<file path="src/rtl/pokey_serout_ctrl_pkg.sv">
// Shared definitions for the POKEY serial-output sequencer: state encoding,
// IRQ bit positions and frame-size defaults.
package pokey_serout_ctrl_pkg;

    localparam int DATA_BITS_DEF = 8;
    localparam int STOP_BITS_DEF = 1;

    // Bit positions of the serial-output interrupt sources in IRQST/IRQEN
    localparam int IRQ_SEROC = 3;
    localparam int IRQ_SEROR = 4;

    typedef enum logic [1:0] {
        ST_IDLE  = 2'b00,
        ST_START = 2'b01,
        ST_DATA  = 2'b10,
        ST_STOP  = 2'b11
    } state_e;

endpackage

</file>
<file path="src/rtl/pokey_serout_ctrl_if.sv">
// Bus between register decode / timer side and the serial-output sequencer.
interface pokey_serout_ctrl_if
    import pokey_serout_ctrl_pkg::*;
#(
    parameter int DATA_BITS = DATA_BITS_DEF
) ();

    logic                 enp;
    logic                 bit_tick;
    logic                 serout_wr;
    logic [DATA_BITS-1:0] serout_data;
    logic                 force_break;
    logic                 sod;
    logic                 serout_need;
    logic                 xmit_done;
    logic                 busy;

    modport master (
        output enp, bit_tick, serout_wr, serout_data, force_break,
        input  sod, serout_need, xmit_done, busy
    );

    modport slave (
        input  enp, bit_tick, serout_wr, serout_data, force_break,
        output sod, serout_need, xmit_done, busy
    );

endinterface

</file>
<file path="src/rtl/pokey_shift_chain.sv">
// Chain of enp-gated set/shift cells; cell 0 is the bit about to go on the wire.
// Load replaces every cell with its Set value, Shift moves toward cell 0 filling from D.
module pokey_shift_chain
    import pokey_serout_ctrl_pkg::*;
#(
    parameter int N = DATA_BITS_DEF + STOP_BITS_DEF
) (
    input  logic         clk,
    input  logic         reset,
    input  logic         enp_i,
    input  logic         shift_i,
    input  logic         load_i,
    input  logic [N-1:0] set_i,
    input  logic         d_i,
    output logic         q0_o
);

    logic [N-1:0] chain_q;
    logic [N-1:0] chain_d;

    // Next value of every cell: load has priority over shift
    always_comb begin
        chain_d = chain_q;
        if (load_i) begin
            chain_d = set_i;
        end else if (shift_i) begin
            chain_d = {d_i, chain_q[N-1:1]};
        end else begin
            chain_d = chain_q;
        end
    end

    // Cell storage, idles at mark (all ones)
    always_ff @(posedge clk or posedge reset) begin
        if (reset) begin
            chain_q <= '1;
        end else if (enp_i) begin
            chain_q <= chain_d;
        end
    end

    assign q0_o = chain_q[0];

endmodule

</file>
<file path="src/rtl/pokey_serout_ctrl.sv">
// POKEY serial-output sequencer: buffers the SEROUT byte and frames it as
// start bit, LSB-first data and stop bit(s), one bit per bit_tick.
module pokey_serout_ctrl
    import pokey_serout_ctrl_pkg::*;
#(
    parameter int DATA_BITS = DATA_BITS_DEF,
    parameter int STOP_BITS = STOP_BITS_DEF
) (
    input  logic                clk,
    input  logic                reset,
    pokey_serout_ctrl_if.slave  bus
);

    localparam int N   = DATA_BITS + STOP_BITS;
    localparam int BCW = (DATA_BITS > 1) ? $clog2(DATA_BITS) : 1;

    state_e               state_q, state_d;
    logic                 buf_full_q, buf_full_d;
    logic [DATA_BITS-1:0] buf_q, buf_d;
    logic [BCW-1:0]       bit_cnt_q, bit_cnt_d;
    logic [1:0]           stop_cnt_q, stop_cnt_d;
    logic                 sod_q, sod_d;
    logic                 need_q, need_d;
    logic                 done_q, done_d;
    logic                 busy_q, busy_d;

    logic                 tick_s;
    logic                 wr_s;
    logic                 pending_s;
    logic                 last_data_s;
    logic                 last_stop_s;
    logic                 load_s;
    logic                 shift_s;
    logic                 cell0_s;
    logic [DATA_BITS-1:0] load_data_s;
    logic [N-1:0]         set_pattern_s;

    assign tick_s      = bus.bit_tick;
    assign wr_s        = bus.serout_wr;
    // A write landing on the final stop tick still counts as a pending byte
    assign pending_s   = buf_full_q | wr_s;
    assign last_data_s = (bit_cnt_q == BCW'(DATA_BITS - 1));
    assign last_stop_s = (stop_cnt_q == 2'(STOP_BITS - 1));
    assign load_data_s = wr_s ? bus.serout_data : buf_q;
    assign set_pattern_s = {{STOP_BITS{1'b1}}, load_data_s};

    pokey_shift_chain #(
        .N (N)
    ) u_chain (
        .clk     (clk),
        .reset   (reset),
        .enp_i   (bus.enp),
        .shift_i (shift_s),
        .load_i  (load_s),
        .set_i   (set_pattern_s),
        .d_i     (1'b1),
        .q0_o    (cell0_s)
    );

    // FSM state register
    always_ff @(posedge clk or posedge reset) begin
        if (reset) begin
            state_q <= ST_IDLE;
        end else if (bus.enp) begin
            state_q <= state_d;
        end
    end

    // FSM next-state logic
    always_comb begin
        state_d = state_q;
        case (state_q)
            ST_IDLE: begin
                if (buf_full_q) state_d = ST_START;
                else            state_d = ST_IDLE;
            end
            ST_START: begin
                if (tick_s) state_d = ST_DATA;
                else        state_d = ST_START;
            end
            ST_DATA: begin
                if (tick_s && last_data_s) state_d = ST_STOP;
                else                       state_d = ST_DATA;
            end
            ST_STOP: begin
                if (tick_s && last_stop_s) state_d = pending_s ? ST_START : ST_IDLE;
                else                       state_d = ST_STOP;
            end
            default: state_d = ST_IDLE;
        endcase
    end

    // FSM outputs: chain control, serial bit and counters
    always_comb begin
        load_s     = 1'b0;
        shift_s    = 1'b0;
        sod_d      = sod_q;
        bit_cnt_d  = bit_cnt_q;
        stop_cnt_d = stop_cnt_q;
        case (state_q)
            ST_IDLE: begin
                if (buf_full_q) begin
                    load_s = 1'b1;
                    sod_d  = 1'b0;
                end else begin
                    sod_d  = 1'b1;
                end
            end
            ST_START: begin
                if (tick_s) begin
                    shift_s   = 1'b1;
                    sod_d     = cell0_s;
                    bit_cnt_d = '0;
                end else begin
                    sod_d     = 1'b0;
                end
            end
            ST_DATA: begin
                if (tick_s) begin
                    shift_s = 1'b1;
                    if (last_data_s) begin
                        sod_d      = 1'b1;
                        stop_cnt_d = 2'd0;
                    end else begin
                        sod_d      = cell0_s;
                        bit_cnt_d  = bit_cnt_q + BCW'(1);
                    end
                end else begin
                    sod_d = sod_q;
                end
            end
            ST_STOP: begin
                if (tick_s && last_stop_s) begin
                    if (pending_s) begin
                        load_s = 1'b1;
                        sod_d  = 1'b0;
                    end else begin
                        sod_d  = 1'b1;
                    end
                end else if (tick_s) begin
                    stop_cnt_d = stop_cnt_q + 2'd1;
                    sod_d      = 1'b1;
                end else begin
                    sod_d      = 1'b1;
                end
            end
            default: sod_d = 1'b1;
        endcase
    end

    // Buffer and status next values; a load always consumes any same-cycle write
    always_comb begin
        buf_d      = buf_q;
        buf_full_d = buf_full_q;
        if (wr_s) begin
            buf_d = bus.serout_data;
        end else begin
            buf_d = buf_q;
        end
        if (load_s) begin
            buf_full_d = 1'b0;
        end else if (wr_s) begin
            buf_full_d = 1'b1;
        end else begin
            buf_full_d = buf_full_q;
        end
        need_d = load_s;
        done_d = (state_d == ST_IDLE) && !buf_full_d;
        busy_d = (state_d != ST_IDLE);
    end

    // Datapath and output registers
    always_ff @(posedge clk or posedge reset) begin
        if (reset) begin
            buf_q      <= '0;
            buf_full_q <= 1'b0;
            bit_cnt_q  <= '0;
            stop_cnt_q <= 2'd0;
            sod_q      <= 1'b1;
            need_q     <= 1'b0;
            done_q     <= 1'b1;
            busy_q     <= 1'b0;
        end else if (bus.enp) begin
            buf_q      <= buf_d;
            buf_full_q <= buf_full_d;
            bit_cnt_q  <= bit_cnt_d;
            stop_cnt_q <= stop_cnt_d;
            sod_q      <= sod_d;
            need_q     <= need_d;
            done_q     <= done_d;
            busy_q     <= busy_d;
        end
    end

    // Break overrides the line without disturbing sequencing
    assign bus.sod         = sod_q & ~bus.force_break;
    assign bus.serout_need = need_q;
    assign bus.xmit_done   = done_q;
    assign bus.busy        = busy_q;

endmodule

</file>
<file path="src/flat_wrapper.sv">
// flat-port wrapper written by rule: the top's interface ports become plain ports
module pokey_serout_ctrl_flat import pokey_serout_ctrl_pkg::*;
#(
    parameter int DATA_BITS = DATA_BITS_DEF,
    parameter int STOP_BITS = STOP_BITS_DEF
)
  (clk, reset, bus_enp, bus_bit_tick, bus_serout_wr, bus_serout_data, bus_force_break, bus_sod, bus_serout_need, bus_xmit_done, bus_busy);
  pokey_serout_ctrl_if #(.DATA_BITS(DATA_BITS)) bus_i ();
  input  logic clk;
  input  logic reset;
  input wire logic [$bits(bus_i.enp)-1:0] bus_enp;
  input wire logic [$bits(bus_i.bit_tick)-1:0] bus_bit_tick;
  input wire logic [$bits(bus_i.serout_wr)-1:0] bus_serout_wr;
  input wire logic [$bits(bus_i.serout_data)-1:0] bus_serout_data;
  input wire logic [$bits(bus_i.force_break)-1:0] bus_force_break;
  output wire logic [$bits(bus_i.sod)-1:0] bus_sod;
  output wire logic [$bits(bus_i.serout_need)-1:0] bus_serout_need;
  output wire logic [$bits(bus_i.xmit_done)-1:0] bus_xmit_done;
  output wire logic [$bits(bus_i.busy)-1:0] bus_busy;
  assign bus_i.enp = bus_enp;
  assign bus_i.bit_tick = bus_bit_tick;
  assign bus_i.serout_wr = bus_serout_wr;
  assign bus_i.serout_data = bus_serout_data;
  assign bus_i.force_break = bus_force_break;
  assign bus_sod = bus_i.sod;
  assign bus_serout_need = bus_i.serout_need;
  assign bus_xmit_done = bus_i.xmit_done;
  assign bus_busy = bus_i.busy;
  pokey_serout_ctrl #(.DATA_BITS(DATA_BITS), .STOP_BITS(STOP_BITS)) u_core (.clk(clk), .reset(reset), .bus(bus_i));
endmodule
</file>
<file path="config.mk">
export PLATFORM = sky130hd
export DESIGN_NAME = pokey_serout_ctrl_flat
export DESIGN_NICKNAME = d
export VERILOG_FILES = /design/src/rtl/pokey_serout_ctrl_pkg.sv /design/src/rtl/pokey_serout_ctrl_if.sv /design/src/rtl/pokey_shift_chain.sv /design/src/rtl/pokey_serout_ctrl.sv /design/src/flat_wrapper.sv
export SDC_FILE = /design/constraint.sdc
export NUM_CORES = 1
export LEC_CHECK = 0
export BUFFER_PORTS_ARGS = -buffer_cell sky130_fd_sc_hd__buf_2
export CAP_MARGIN = 0
export CORE_MARGIN = 2
export CORE_UTILIZATION = 58
export CTS_CLUSTER_DIAMETER = 150
export DETAILED_ROUTE_END_ITERATION = 10
export PLACE_DENSITY = 0.84
export SLEW_MARGIN = 20
export SYNTH_ARGS = -nofsm -noshare
export SYNTH_HDL_FRONTEND = slang
export SYNTH_HIERARCHICAL = 1
export SYNTH_SLANG_ARGS = --single-unit
</file>
<file path="constraint.sdc">
create_clock -name clk -period 2.2 [get_ports clk]
set_input_delay 0.33 -clock clk [delete_from_list [all_inputs] [get_ports clk]]
set_output_delay 0.33 -clock clk [all_outputs]
set_load 0.01 [all_outputs]
</file>
==> flow_summary.yaml, run 1 <==
grt:
  grt_pass1_wl_um: 5960
  grt_overflow: 0
  grt_usage_pct: 24.2
  grt_max_degree: 21
  grt_pass1_vias: 1323
  antenna_found_initial: 0
pwr:
  power-per-cell-area_nw_per_um2: 1290
  ir_worst_vdd_v: 0.00109
  p_leak_nw: 0.846
clocking:
  clk_latency_ns: 0.33
  cts_made_buffers: 5
  h-tree-depth: 2
  clk_path_buf_depth: 2
  clock-sinks: 29
  clk_pin_slew_ns: 0.10
  hold_buffers: 0
  cts_tree: "built"
  root_buffer: "clkbuf_4"
drt:
  ant_nets: 0
  drt_iter0_markers: 84
  drc_errors: 0
  firstDrtPassIters: 4
  vias: 1289
  routed_via_density: 6.11
  routed_wl_um: 3510
  drt-wirelength-per-cell_um: 16.6
cells_and_area:
  antenna_cells: 0
  multi_input_area_um2: 860
  final.fill_count: 210
  final_nets: 201
  area_growth_pct: 10.4
  seqCellArea_um2: 739
  drive_gt1_share_pct: 39.4
logic_synthesis:
  synth.top_cell.area_share_pct: 26.7
  synthArstFlopShare_pct: 100
  dominantRegCellSynth: "dfrtp_1"
  synth_edf_count: 0
  yosysTopAreaCell: "dfrtp_1"
  synth_commonest_cells: "dfrtp_1, mux2_2, a21oi_1"
  avgSynthCellArea_um2: 10.8
  synth-simple-area-share_pct: 11.9
  synth_area_leaders: "dfrtp_1, dfstp_2, mux2_2"
  ys_seq_area_share_pct: 43.8
  ys_ff_latch: 29
  synth-xor-area-share_pct: 0
  synth.distinct_cells: 41
  synth-adder-area-share_pct: 5.93
  synth_top_family_by_area: "compound AO/OA/AOI/OAI gates"
  synth_mux_area_share_pct: 12.5
  yosysWarnings: 6
  synth_compound_area_share_pct: 19.9
  netlist_instances: 156
  synth_most_common_cell: "dfrtp_1"
  netlist_area_um2: 1690
run_status:
  status: "finished clean"
worst_hold_path:
  hold_class: "in -> async"
sta:
  hold_ws_ns: 0.137
  postLayoutSetupSlackWorst_ns: 0.156
  fmax_ghz: 0.489
  setup_viol: 0
  setup-tns-final_ns: 0
  slew_viol_final: 0
  fin_crit_ns: 2.04
  hold_viol_final: 0
  slew_headroom_pct: 48.1
  fin_skew_ns: 0.0103
  fin_crit_sh_pct: 92.9
  rsz0062_at_grt: "no"
  worst_pin_slew_ns: 0.778
placement:
  io_buffers: 17
  hpwl_um: 2570
  gp_congestion: 0.885
  preCtsSetupSlack_ns: 0.00760
setup_path:
  required_ns: 2.46
  crit_path_end_kind: "flip-flop"
  startpoint_type: "flip-flop"
  arrival_ns: 2.30
  crit_type: "reg -> reg"
  worstPathMaxFanout: 7
die:
  floorplan.io_pins: 18
  std_cell_rows: 19
  die_h_um: 58.0
  coreArea_um2: 2760
  dieArea_um2: 3360
  die_x_um: 58.0
  initial_utilization_pct: 61.3
run:
  drv_cap: 0
## path summary, 6_finish.rpt
check | start | endpoint | slack [ns] | cells past startpoint
hold reg to reg | u_core/stop_cnt_q[0] | u_core/stop_cnt_q[0] | 0.50 | 1
min in group clk | bus_serout_data[5] | u_core/buf_q[5] | 0.24 | 2
setup / recovery | u_core/state_q[0] | u_core/u_chain/chain_q[4] | 0.16 | 8
hold / removal | reset | u_core/buf_q[1] | 0.14 | 2
max in group asynchronous | reset | u_core/buf_q[3] | 1.57 | 2
setup reg to reg | u_core/state_q[0] | u_core/u_chain/chain_q[4] | 0.16 | 8
## where the power goes
group / total (mW) / leakage (nW) / switching [mW] / internal (mW)
combinational: 1.11 / 0.468 / 0.593 / 0.518
clock: 0.376 / 0.0413 / 0.191 / 0.185
sequential: 0.921 / 0.336 / 0.134 / 0.787
total: 2.41 / 0.846 / 0.917 / 1.49
## state kept, by name, indices dropped and copies added, names as in the netlist
register                flops
u_core/bit_cnt_q            3
u_core/buf_full_q           1
u_core/buf_q                8
u_core/bus.busy             1
u_core/bus.serout_need      1
u_core/bus.xmit_done        1
u_core/sod_q                1
u_core/state_q              2
u_core/stop_cnt_q           2
u_core/u_chain/chain_q      9
## stage by stage
| stage | util, % | power, mW | area (um^2) | instances |
|---|---|---|---|---|
| finish | 67.6 | 2.41 | 1860 | 211 |
| global route | 67.6 | 2.57 | 1860 | 211 |
| CTS | 67.1 | 2.36 | 1850 | 209 |
| detailed placement | 64.4 | 1.96 | 1780 | 201 |
| global placement | 64.4 | 1.88 | 1780 | 201 |
| floorplan | - | 1.73 | 1690 | 157 |
## routing by layer
layer	track usage [%]	vias to the layer above	wire (um)
met4	12.3	0	78
met2	41.4	36	1870
met5	0	-	0
met1	26.9	636	1400
li1	-	607	-
met3	7.81	10	161
## critical path, cell delays in order (launching register included)
cell and delay [ns]:
dfrtp_1 0.42, ha_1 0.34, and3_1 0.25, o21ai_0 0.12, a21oi_2 0.30, buf_4 0.17, o21a_4 0.17, nor2_2 0.04
nor3_2 0.16
## repair_timing
action | CTS | global route
buffers inserted | 0 | 2
pin swaps | 0 | 1
gates resized for setup | 1 | 0
endpoints found under the setup margin | 5 | 3
## kinds of logic after synthesis
group,Yosys count
mux,19
flops,29
simple gates,37
other cells,1
fa+ha+maj,8
buf+inv,18
compound gates,44
## final cells by class
type	count	area share, %
well taps	31	2.08
multi-input cells	110	46.1
flip-flops and latches	29	39.7
clock buffers	7	3.49
repair buffers	20	5.77
clock inverters	1	0.268
inverters	13	2.62
## placed cells by master, fill, tap and decap left out, drive strengths merged, types with 8 or more instances in the layout
| cell | count |
|---|---|
| ha | 8 |
| mux2 | 17 |
| dfrtp | 18 |
| dfstp | 11 |
| o22ai | 11 |
| a21oi | 14 |
| buf | 20 |
| nand2 | 8 |
| nor2 | 14 |
| inv | 13 |
Power figures use the tool's default switching activity.
==> run 2: changes to the inputs <==
- ABC_AREA: default -> 1
==> run 2 against run 1 <==
Combinational power down 9.9%; fmax up 14%; first-iteration DRC count down 46%; register-to-register slack better by 0.26 ns; utilization down 0.27 points; clock skew down 0.0074 ns; cell count up 35%; critical path type unchanged; critical path depth up 2; via count up 8.8%.
==> flow_summary.yaml, run 2 <==
drt:
  drc_errors: 0
  drt-wirelength-per-cell_um: 10.8
  routed_via_density: 4.94
  firstDrtPassIters: 4
  drt_iter0_markers: 45
  routed_wl_um: 3070
  ant_nets: 0
  vias: 1402
worst_hold_path:
  hold_class: "in -> async"
die:
  initial_utilization_pct: 60.6
  dieArea_um2: 3330
  die_x_um: 57.7
  coreArea_um2: 2760
  std_cell_rows: 19
  floorplan.io_pins: 18
  die_h_um: 57.7
setup_path:
  startpoint_type: "flip-flop"
  required_ns: 2.47
  crit_type: "reg -> reg"
  arrival_ns: 2.05
  crit_path_end_kind: "flip-flop"
  worstPathMaxFanout: 13
sta:
  setup-tns-final_ns: 0
  rsz0062_at_grt: "no"
  setup_viol: 0
  slew_viol_final: 0
  slew_headroom_pct: 47.3
  postLayoutSetupSlackWorst_ns: 0.415
  worst_pin_slew_ns: 0.790
  fin_crit_sh_pct: 81.1
  hold_ws_ns: 0.150
  fin_crit_ns: 1.79
  hold_viol_final: 0
  fmax_ghz: 0.560
  fin_skew_ns: 0.00283
cells_and_area:
  drive_gt1_share_pct: 19.0
  postLayoutCoreUtil_pct: 67.3
  antenna_cells: 0
  final_nets: 274
  layout_commonest_cell: "nand2_1"
  largest_registers: "u_core/u_chain/chain_q x9, u_core/buf_q x8, u_core/bit_cnt_q x3"
  regMostFlops: "u_core/u_chain/chain_q"
  final.fill_count: 238
  finalNonFillerCells: 284
  largest_register_ffs: 9
  final_cell_area_um2: 1860
  final_cell_mix: "nand2_1, inv_1, o21ai_0"
  area_growth_pct: 11.2
clocking:
  clk_path_buf_depth: 2
  postCtsResizedCells: 0
  cts_made_buffers: 5
  clk_latency_ns: 0.33
  cts_tree: "built"
  hold_buffers: 0
  clock-sinks: 29
  cts_setup_buffers: 0
  clk_pin_slew_ns: 0.09
  h-tree-depth: 2
  root_buffer: "clkbuf_4"
placement:
  gp_congestion: 0.877
  hpwl_um: 2300
  io_buffers: 17
  dp_cells: 276
  preCtsSetupSlack_ns: 0.460
  dpl_cell_area_um2: 1770
grt:
  grt_max_degree: 21
  grt_usage_pct: 22.4
  grt_pass1_vias: 1317
  grt_pass1_wl_um: 5610
  antenna_found_initial: 0
  grt_overflow: 0
pwr:
  power-per-cell-area_nw_per_um2: 1260
  ir_worst_vdd_v: 0.00100
  finalPower_mw: 2.34
  p_leak_nw: 1.03
logic_synthesis:
  synth_most_common_cell: "nand2_1"
  synth_area_leaders: "dfrtp_1, nand2_1, dfstp_2"
  avgSynthCellArea_um2: 7.26
  synth_commonest_cells: "nand2_1, inv_1, o21ai_0"
  netlist_instances: 230
  yosysTopAreaCell: "dfrtp_1"
  synth_edf_count: 0
  synth.distinct_cells: 23
  ys_seq_area_share_pct: 44.3
  ys_ff_latch: 29
  dominantRegCellSynth: "dfrtp_1"
  synth.top_cell.area_share_pct: 27.0
  yosysWarnings: 6
  netlist_area_um2: 1670
  synthArstFlopShare_pct: 100
run:
  drv_cap: 0
run_status:
  status: "finished clean"
==> run 2: cell count changes after synthesis, sizes merged, moves of 7 or more <==
cell,change
a21oi,-9
inv,+18
mux2,-17
nand2,+97
nand3,+7
o21ai,+24
o22ai,-11
==> run 2: critical path, cell delays in order, from the launching register on <==
cell and delay [ns]:
dfrtp_1 0.40, ha_1 0.31, nand3_1 0.11, nand2_1 0.07, nand2_1 0.07, inv_2 0.20
clkinv_1 0.26, nand2_1 0.12, nand2_1 0.06, nand2_1 0.08, nand2_1 0.05
==> run 2: logic make-up after synthesis <==
family | after synthesis | share of synthesized area [%]
compound gates | 31 | 10.8
fa+ha+maj | 8 | 5.99
buf+inv | 35 | 8.76
flops | 29 | 44.3
other cells | 1 | 0.225
simple gates | 126 | 30.0
==> run 2: power by group <==
part / total [mW] / internal (mW) / switching, mW / leakage (nW)
clock: 0.451 / 0.271 / 0.180 / 0.0455
sequential: 0.886 / 0.774 / 0.112 / 0.338
combinational: 1.00 / 0.353 / 0.647 / 0.650
total: 2.34 / 1.40 / 0.939 / 1.03
==> run 2: final cells by class <==
| cell class | count | area (um^2) | area share [%] |
|---|---|---|---|
| multi-input combinational | 167 | 788 | 42.5 |
| sequential | 29 | 739 | 39.8 |
| inverter | 32 | 120 | 6.47 |
| timing repair buffer | 17 | 85.1 | 4.58 |
| clock buffer | 7 | 55.1 | 2.96 |
| tap | 31 | 38.8 | 2.09 |
| clock inverter | 1 | 30.0 | 1.62 |
==> run 2: worst paths after layout <==
path	end	start	slack, ns	depth (start not counted)
hold / removal	u_core/buf_q[3]	reset	0.15	2
setup / recovery	u_core/u_chain/chain_q[3]	u_core/state_q[0]	0.41	10
hold reg to reg	u_core/u_chain/chain_q[2]	u_core/u_chain/chain_q[2]	0.47	2
min in group clk	u_core/buf_q[3]	bus_serout_data[3]	0.26	3
setup reg to reg	u_core/u_chain/chain_q[3]	u_core/state_q[0]	0.41	10
max in group asynchronous	u_core/bit_cnt_q[1]	reset	1.56	2
==> run 2: routing by layer <==
| layer | vias up | routed length [um] | part of all wire, % | track usage [%] |
|---|---|---|---|---|
| met2 | 35 | 1250 | 41 | 31.5 |
| met4 | 0 | 82 | 2.7 | 13.0 |
| li1 | 745 | - | - | - |
| met1 | 612 | 1570 | 51 | 31.5 |
| met5 | - | 0 | 0 | 0 |
| met3 | 10 | 161 | 5.3 | 5.58 |
